## src/rtl/fifo_ring_pkg.sv

```systemverilog
// fifo_pkg: shared FIFO defaults, occupancy-width expression and wrapping pointer increment
package fifo_pkg;
  localparam int DEF_WIDTH = 8;
  localparam int DEF_DEPTH = 4;
  function automatic int cnt_width(input int depth);
    return $clog2(depth + 1);
  endfunction
  function automatic int ptr_next(input int ptr, input int depth);
    return (ptr == depth - 1) ? 0 : ptr + 1;
  endfunction
endpackage

```

## src/rtl/fifo_ring_if.sv

```systemverilog
// fifo_ring_if: producer/consumer handshake, occupancy and error flags of the ring FIFO
interface fifo_ring_if #(
  parameter int DATA_WIDTH = 8,
  parameter int CNT_WIDTH = 3
);
  logic                  wr_en;
  logic [DATA_WIDTH-1:0] wr_data;
  logic                  wr_ready;
  logic                  rd_en;
  logic                  rd_val;
  logic [DATA_WIDTH-1:0] rd_data;
  logic [CNT_WIDTH-1:0]  count;
  logic                  almost_full;
  logic                  almost_empty;
  logic                  overflow;
  logic                  underflow;
  modport master (
    output wr_en, wr_data, rd_en,
    input  wr_ready, rd_val, rd_data, count, almost_full, almost_empty, overflow, underflow
  );
  modport slave (
    input  wr_en, wr_data, rd_en,
    output wr_ready, rd_val, rd_data, count, almost_full, almost_empty, overflow, underflow
  );
endinterface

```

## src/rtl/fifo_ring_mem.sv

```systemverilog
// fifo_ring_mem: unreset register array with one synchronous write port and a registered read port
module fifo_ring_mem #(
  parameter int DATA_WIDTH = 8,
  parameter int DEPTH = 4,
  parameter int AW = 2
)(
  input  logic                  clk,
  input  logic                  rst,
  input  logic                  i_we,
  input  logic [AW-1:0]         i_waddr,
  input  logic [DATA_WIDTH-1:0] i_wdata,
  input  logic                  i_re,
  input  logic [AW-1:0]         i_raddr,
  output logic [DATA_WIDTH-1:0] o_rdata
);
  logic [DATA_WIDTH-1:0] r_mem [DEPTH];
  always_ff @(posedge clk) begin
    if (i_we) r_mem[i_waddr] <= i_wdata;
  end
  always_ff @(posedge clk or posedge rst) begin
    if (rst) o_rdata <= '0;
    else if (i_re) o_rdata <= r_mem[i_raddr];
  end
endmodule

```

## src/rtl/fifo_ring.sv

```systemverilog
// fifo_ring: circular-buffer FIFO with occupancy and almost flags, any depth >= 2
// FIFO_RING_ERR_EN adds sticky overflow/underflow flags; otherwise they read 0.
module fifo_ring import fifo_pkg::*; #(
  parameter int DATA_WIDTH = DEF_WIDTH,
  parameter int FIFO_DEPTH = DEF_DEPTH,
  parameter int CNT_WIDTH = cnt_width(FIFO_DEPTH),
  parameter int AFULL_LVL = FIFO_DEPTH - 1,
  parameter int AEMPTY_LVL = 1
)(
  input logic clk,
  input logic reset,
  fifo_ring_if.slave bus
);
  localparam int PW = $clog2(FIFO_DEPTH);
  localparam logic [CNT_WIDTH-1:0] DEPTH_C = CNT_WIDTH'(FIFO_DEPTH);
  localparam logic [CNT_WIDTH-1:0] AFULL_C = CNT_WIDTH'(AFULL_LVL);
  localparam logic [CNT_WIDTH-1:0] AEMPTY_C = CNT_WIDTH'(AEMPTY_LVL);
  logic [PW-1:0]        r_wr_ptr, r_rd_ptr;
  logic [CNT_WIDTH-1:0] r_count;
  logic                 w_wr_acc, w_rd_acc;
  assign bus.wr_ready = r_count < DEPTH_C;
  assign bus.rd_val = r_count != '0;
  assign bus.almost_full = r_count >= AFULL_C;
  assign bus.almost_empty = r_count <= AEMPTY_C;
  assign bus.count = r_count;
  assign w_wr_acc = bus.wr_en & bus.wr_ready;
  assign w_rd_acc = bus.rd_en & bus.rd_val;
  // both accepted only when 0 < count < depth, so the pointers cannot alias
  always_ff @(posedge clk or posedge reset) begin
    if (reset) begin
      r_wr_ptr <= '0;
      r_rd_ptr <= '0;
      r_count <= '0;
    end else begin
      if (w_wr_acc) r_wr_ptr <= PW'(ptr_next(int'(r_wr_ptr), FIFO_DEPTH));
      if (w_rd_acc) r_rd_ptr <= PW'(ptr_next(int'(r_rd_ptr), FIFO_DEPTH));
      r_count <= r_count + CNT_WIDTH'(w_wr_acc) - CNT_WIDTH'(w_rd_acc);
    end
  end
  fifo_ring_mem #(.DATA_WIDTH(DATA_WIDTH), .DEPTH(FIFO_DEPTH), .AW(PW)) u_mem (
    .clk     (clk),
    .rst     (reset),
    .i_we    (w_wr_acc),
    .i_waddr (r_wr_ptr),
    .i_wdata (bus.wr_data),
    .i_re    (w_rd_acc),
    .i_raddr (r_rd_ptr),
    .o_rdata (bus.rd_data)
  );
`ifdef FIFO_RING_ERR_EN
  logic r_ovf, r_unf;
  always_ff @(posedge clk or posedge reset) begin
    if (reset) begin
      r_ovf <= 1'b0;
      r_unf <= 1'b0;
    end else begin
      if (bus.wr_en & ~bus.wr_ready) r_ovf <= 1'b1;
      if (bus.rd_en & ~bus.rd_val) r_unf <= 1'b1;
    end
  end
  assign bus.overflow = r_ovf;
  assign bus.underflow = r_unf;
`else
  assign bus.overflow = 1'b0;
  assign bus.underflow = 1'b0;
`endif
endmodule

```

## src/flat_wrapper.sv

```systemverilog
// flat-port wrapper written by rule: the top's interface ports become plain ports
module fifo_ring_flat import fifo_pkg::*;
#(
  parameter int DATA_WIDTH = DEF_WIDTH,
  parameter int FIFO_DEPTH = DEF_DEPTH,
  parameter int CNT_WIDTH = cnt_width(FIFO_DEPTH),
  parameter int AFULL_LVL = FIFO_DEPTH - 1,
  parameter int AEMPTY_LVL = 1
)
  (clk, reset, bus_wr_en, bus_wr_data, bus_rd_en, bus_wr_ready, bus_rd_val, bus_rd_data, bus_count, bus_almost_full, bus_almost_empty, bus_overflow, bus_underflow);
  fifo_ring_if #(.DATA_WIDTH(DATA_WIDTH), .CNT_WIDTH(CNT_WIDTH)) bus_i ();
  input logic clk;
  input logic reset;
  input wire logic [$bits(bus_i.wr_en)-1:0] bus_wr_en;
  input wire logic [$bits(bus_i.wr_data)-1:0] bus_wr_data;
  input wire logic [$bits(bus_i.rd_en)-1:0] bus_rd_en;
  output wire logic [$bits(bus_i.wr_ready)-1:0] bus_wr_ready;
  output wire logic [$bits(bus_i.rd_val)-1:0] bus_rd_val;
  output wire logic [$bits(bus_i.rd_data)-1:0] bus_rd_data;
  output wire logic [$bits(bus_i.count)-1:0] bus_count;
  output wire logic [$bits(bus_i.almost_full)-1:0] bus_almost_full;
  output wire logic [$bits(bus_i.almost_empty)-1:0] bus_almost_empty;
  output wire logic [$bits(bus_i.overflow)-1:0] bus_overflow;
  output wire logic [$bits(bus_i.underflow)-1:0] bus_underflow;
  assign bus_i.wr_en = bus_wr_en;
  assign bus_i.wr_data = bus_wr_data;
  assign bus_i.rd_en = bus_rd_en;
  assign bus_wr_ready = bus_i.wr_ready;
  assign bus_rd_val = bus_i.rd_val;
  assign bus_rd_data = bus_i.rd_data;
  assign bus_count = bus_i.count;
  assign bus_almost_full = bus_i.almost_full;
  assign bus_almost_empty = bus_i.almost_empty;
  assign bus_overflow = bus_i.overflow;
  assign bus_underflow = bus_i.underflow;
  fifo_ring #(.DATA_WIDTH(DATA_WIDTH), .FIFO_DEPTH(FIFO_DEPTH), .CNT_WIDTH(CNT_WIDTH), .AFULL_LVL(AFULL_LVL), .AEMPTY_LVL(AEMPTY_LVL)) u_core (.clk(clk), .reset(reset), .bus(bus_i));
endmodule
```

## config.mk

```make
export PLATFORM = sky130hd
export DESIGN_NAME = fifo_ring_flat
export DESIGN_NICKNAME = d
export VERILOG_FILES = /design/src/rtl/fifo_ring_pkg.sv /design/src/rtl/fifo_ring_if.sv /design/src/rtl/fifo_ring_mem.sv /design/src/rtl/fifo_ring.sv /design/src/flat_wrapper.sv
export SDC_FILE = /design/constraint.sdc
export NUM_CORES = 1
export LEC_CHECK = 0
export CORE_MARGIN = 2
export CORE_UTILIZATION = 48
export CTS_CLUSTER_SIZE = 14
export DETAILED_ROUTE_END_ITERATION = 8
export GPL_ROUTABILITY_DRIVEN = 0
export PLACE_DENSITY = 0.79
export SLEW_MARGIN = 20
export SYNTH_ARGS = -nofsm -noshare
export SYNTH_HDL_FRONTEND = slang
export SYNTH_HIERARCHICAL = 1
export SYNTH_SLANG_ARGS = --single-unit
```

## constraint.sdc

```tcl
create_clock -name clk -period 2.1 [get_ports clk]
set_input_delay 0.42 -clock clk [delete_from_list [all_inputs] [get_ports clk]]
set_output_delay 0.42 -clock clk [all_outputs]
set_load 0.1 [all_outputs]
```

==> results of run 1 <==
==> cell usage after synthesis <==
library cell,n,area (um2)
a32o_1,1,10.0
and3_1,1,6.26
and3b_1,1,8.76
buf_1,1,3.75
buf_12,1,20.0
buf_4,2,15.0
buf_6,1,11.3
conb_1,1,3.75
dfrtp_1,15,375
edfxtp_1,32,961
fa_1,1,20.0
ha_1,7,87.6
inv_1,8,30.0
mux2_2,4,45.0
mux2i_1,16,160
nand2_1,4,15.0
nand2b_1,9,56.3
nor2_1,3,11.3
nor2b_2,1,8.76
nor3b_1,1,7.51
o21ai_0,1,5.00
o221ai_1,8,70.1
o31ai_4,1,21.3
or3_2,1,7.51
xnor2_1,1,8.76
==> per-layer routing <==
layer	track usage, %	part of all wire [%]	vias to the layer above
met2	29.2	56	25
met3	5.76	3.6	7
met5	0	0	-
met1	17.8	38	539
met4	9.75	2.4	0
li1	-	-	529
==> kinds of logic after synthesis <==
family / after synthesis
and+or+nand+nor: 21
DFF: 47
buffers and inverters: 13
adders and majority gates: 8
AOI/OAI and AO/OA: 11
muxes: 20
xor gates and xnor gates: 1
other: 1
==> sequential cells by signal, summed over array words and instances (netlist names) <==
signal	cells
u_core/bus.count	3
u_core/u_mem/o_rdata	8
u_core/u_mem/r_mem	32
u_core/r_rd_ptr	2
u_core/r_wr_ptr	2
==> area by class of cell <==
type | count | area [um2]
flip-flops and latches | 47 | 1350
inverters | 8 | 33.8
repair buffers | 39 | 370
clock buffers | 6 | 72.6
multi-input cells | 63 | 622
clock inverters | 2 | 12.5
well taps | 50 | 62.6
fillers | 290 | 1450
==> timing repair <==
action	CTS	global route
gates resized for setup	1	1
pin swaps	0	0
setup buffers	3	1
endpoints found under the setup margin	1	1
==> critical path, stage by stage, from the launching register on <==
cell	delay, ns
dfrtp_4	0.53
inv_2	0.14
ha_4	0.14
nand2_1	0.05
a32o_4	0.28
buf_12	0.16
==> how the worst min path moves through the flow <==
stage | from | end | slack (ns)
3_5_place_dp | u_core/u_mem/o_rdata[1] | u_core/u_mem/o_rdata[1] | 0.49
4_1_cts | reset | u_core/bus.count[1] | 0.37
6_report | reset | u_core/bus.count[2] | 0.37
2_1_floorplan | reset | u_core/r_rd_ptr[0] | 0.22
5_1_grt | reset | u_core/r_rd_ptr[0] | 0.39
3_3_place_gp | u_core/u_mem/o_rdata[5] | u_core/u_mem/o_rdata[5] | 0.48
==> per-stage QoR <==
step	hold WS, ns	util [%]	cells	TNS, ns
finish	0.371	63.5	215	0
global placement	0.482	60.3	203	0
CTS	0.373	63.0	214	0
floorplan	0.223	-	123	-0.671
global route	0.395	63.5	215	0
detailed placement	0.490	60.3	203	-0.143
==> results.yml, run 1 <==
outcome:
  status: "complete, no violations"
floorplanning:
  die_area_um2: 4630
  core-area_um2: 3970
  chipHeight_um: 68.1
  ioPinCount: 29
  rows: 23
  initial_utilization_pct: 49.6
  die_w_um: 68.1
final_layout:
  syn_to_final_growth_pct: 28.0
  drive_gt1_share_pct: 34.5
  antenna_cells: 0
  mostFrequentLayoutCell: "edfxtp_1"
  final_area_um2: 2520
  final_cell_mix: "32 x edfxtp_1, 24 x buf_4, 16 x mux2i_1"
  nNetsFinal: 184
drt:
  drt_first_pass_iters: 4
  routedWlPerCell_um: 15.9
  drc: 0
  viasPerCell: 5.12
  ant_nets: 0
  vias: 1100
  drt_iter0_drc: 71
  wl_um: 3410
sta:
  fin_worst_skew_ns: 0.00383
  report.final.setup_viol: 0
  hold_viol: 0
  worst_pin_slew_ns: 0.514
  fmax_mhz: 494
  rsz0062_at_grt: "no"
  period_share_pct: 96.5
  finalCriticalPeriod_ns: 2.03
  relSlewSlack_pct: 65.7
  setup_ws_ns: 0.0737
  slew_viol_final: 0
clock_tree:
  clk_pin_slew_ns: 0.08
  clock_path_buffers: 2
  cts_max_level: 2
  clock_latency_ns: 0.30
  numCtsBuffers: 5
  tritoncts: "yes"
  root_buffer: "clkbuf_8"
  cts_hold_buf: 0
  cts.sinks: 47
worst_setup_path:
  path_max_fanout: 6
  worst-setup-path-type: "flop to output pin"
  worstReg2RegStart: "u_core/bus.count[2]"
  startpoint_type: "flop"
  r2r_cells: 6
  startpoint: "u_core/bus.count[1]"
  rrSetupSlack_ns: 0.17
  crit_required_ns: 1.68
  cp.arrival_ns: 1.61
  cp-end-kind: "output pin"
  r2r-end: "u_core/bus.count[1]"
  cp-endpoint: "bus_almost_empty"
logic_synthesis:
  synth-compound-area-share_pct: 5.40
  yosys-mux-area-fraction_pct: 10.4
  syn_avg_cell_area_um2: 16.1
  synth.distinct_cells: 25
  synth_xor_area_share_pct: 0.445
  synth-simple-area-share_pct: 6.16
  yosys_warnings: 6
  synth_area_um2: 1970
  ys_seq_area_share_pct: 67.9
  syn_inst: 122
  synth_top_family_by_area: "multiplexers"
  ys_ff_latch: 47
  synthAdderAreaFrac_pct: 5.46
grt:
  grt_usage_pct: 16.9
  antenna_found_initial: 0
  overflow: 0
  first_global_vias: 1084
  grt_pass1_wl_um: 5230
  grt_max_degree: 15
placement:
  place_area_um2: 2400
  port_buffers: 26
  dp_slack_ns: -0.0715
  hpwlAfterDp_um: 2490
worst_hold_path:
  hold_class: "primary input to async pin"
job:
  maxCapViolations: 0
Power of run 1 is not shown: default switching activity piles up to over one toggle a cycle in this logic, so the estimate is an artifact.
==> inputs of run 2 (changes only) <==
Settings changed: CORE_MARGIN 2 to default.
==> results.yml, run 2 (same netlist as run 1, synthesis figures left out) <==
floorplanning:
  core-area_um2: 3800
  ioPinCount: 29
  chipHeight_um: 66.1
  die_area_um2: 4360
  rows: 22
  initial_utilization_pct: 51.8
  die_w_um: 66.1
grt:
  grt_pass1_wl_um: 5420
  first_global_vias: 1162
  overflow: 0
  grt_use_met2_pct: 30.1
  grt_usage_pct: 17.9
  grt_max_degree: 16
  antenna_found_initial: 0
  use_met1_pct: 20.9
  use_met3_pct: 4.83
  grt.busiest_layer: "met2"
sta:
  finalCriticalPeriod_ns: 2.05
  report.final.setup_viol: 0
  fin_worst_skew_ns: 0.00654
  worst_pin_slew_ns: 0.511
  hold_viol: 0
  slew_viol_final: 0
  rsz0062_at_grt: "no"
  fmax_mhz: 489
  period_share_pct: 97.4
  relSlewSlack_pct: 65.9
  tns_ns: 0
drt:
  wl_um: 3450
  drt_iter0_drc: 84
  vias: 1098
  drc: 0
  routedWlPerCell_um: 16.4
  ant_nets: 0
  drt_first_pass_iters: 4
  viasPerCell: 5.23
outcome:
  status: "complete, no violations"
worst_setup_path:
  cp-end-kind: "output pin"
  worst-setup-path-type: "flop to output pin"
  crit_required_ns: 1.68
  path_max_fanout: 5
  r2r_cells: 7
  critPathSlowestCell: "dfrtp_4"
  cpPeakStageDelay_ns: 0.53
  startpoint_type: "flop"
  cp_top_family: "flip-flops"
  crit_chain: "clkinvlp_4 > ha_2 > nand2_1 > a32o_4 > buf_12"
  crit_cells: 5
  cp.arrival_ns: 1.63
  path_buf_inv: 2
final_layout:
  syn_to_final_growth_pct: 27.1
  antenna_cells: 0
  largest_reg_flops: 32
  mostFrequentLayoutCell: "edfxtp_1"
  max_flop_register: "u_core/u_mem/r_mem"
  final_cell_mix: "32 x edfxtp_1, 20 x buf_4, 16 x mux2i_1"
  nNetsFinal: 181
  drive_gt1_share_pct: 34.0
  fillers: 273
clock_tree:
  cts_hold_buf: 0
  clock_latency_ns: 0.30
  clk_pin_slew_ns: 0.08
  clock_path_buffers: 2
  cts.sinks: 47
  cts_max_level: 2
  root_buffer: "clkbuf_8"
  numCtsBuffers: 5
  tritoncts: "yes"
placement:
  hpwlAfterDp_um: 2400
  port_buffers: 26
job:
  maxCapViolations: 0
worst_hold_path:
  hold_class: "primary input to async pin"
[run 2: changes by cell type in the layout (fill, tap and decap cells not counted)]
cell        delta
ha_2           +1
buf_4          -4
buf_12         +1
clkinvlp_4     +1
ha_4           -1
clkbuf_1       -1
[run 2: worst paths after layout]
kind	from	end	slack (ns)
setup / recovery	u_core/bus.count[2]	bus_almost_empty	0.05
min in group clk	u_core/u_mem/o_rdata[2]	u_core/u_mem/o_rdata[2]	0.51
hold / removal	reset	u_core/r_rd_ptr[0]	0.38
setup reg to reg	u_core/bus.count[2]	u_core/bus.count[2]	0.16
max in group asynchronous	reset	u_core/u_mem/o_rdata[1]	1.37
hold reg to reg	u_core/u_mem/o_rdata[2]	u_core/u_mem/o_rdata[2]	0.51
[run 2: through the flow]
step           hold WS [ns]  setup slack [ns]  cells  util, %  cell area (um2)
2_1_floorplan         0.223            -0.347    123        -             2040
4_1_cts               0.382            0.0558    210     65.9             2500
3_3_place_gp          0.477           0.00373    200     63.1             2400
3_5_place_dp          0.496           -0.0748    200     63.1             2400
6_report              0.380            0.0550    210     65.9             2500
5_1_grt               0.397           0.00276    210     65.9             2500
[run 2: metal layers]
layer	vias to the layer above	wire (um)
li1	524	-
met1	533	1390
met2	29	1800
met3	12	158
met4	0	91
met5	-	0
[run 2: cell type report]
cell class	instances	area (um2)	area share [%]
Sequential cell	47	1350	53.8
Inverter	8	33.8	1.35
Clock inverter	3	20.0	0.800
Clock buffer	5	68.8	2.75
Multi-Input combinational cell	63	612	24.5
Tap cell	48	60.1	2.40
Timing Repair Buffer	36	360	14.4
[run 2: repair_timing]
item,in CTS,in global routing
setup endpoints to repair,1,0
setup buffers,2,0
resized for setup,1,0
Power of run 2 is left out for the same reason.
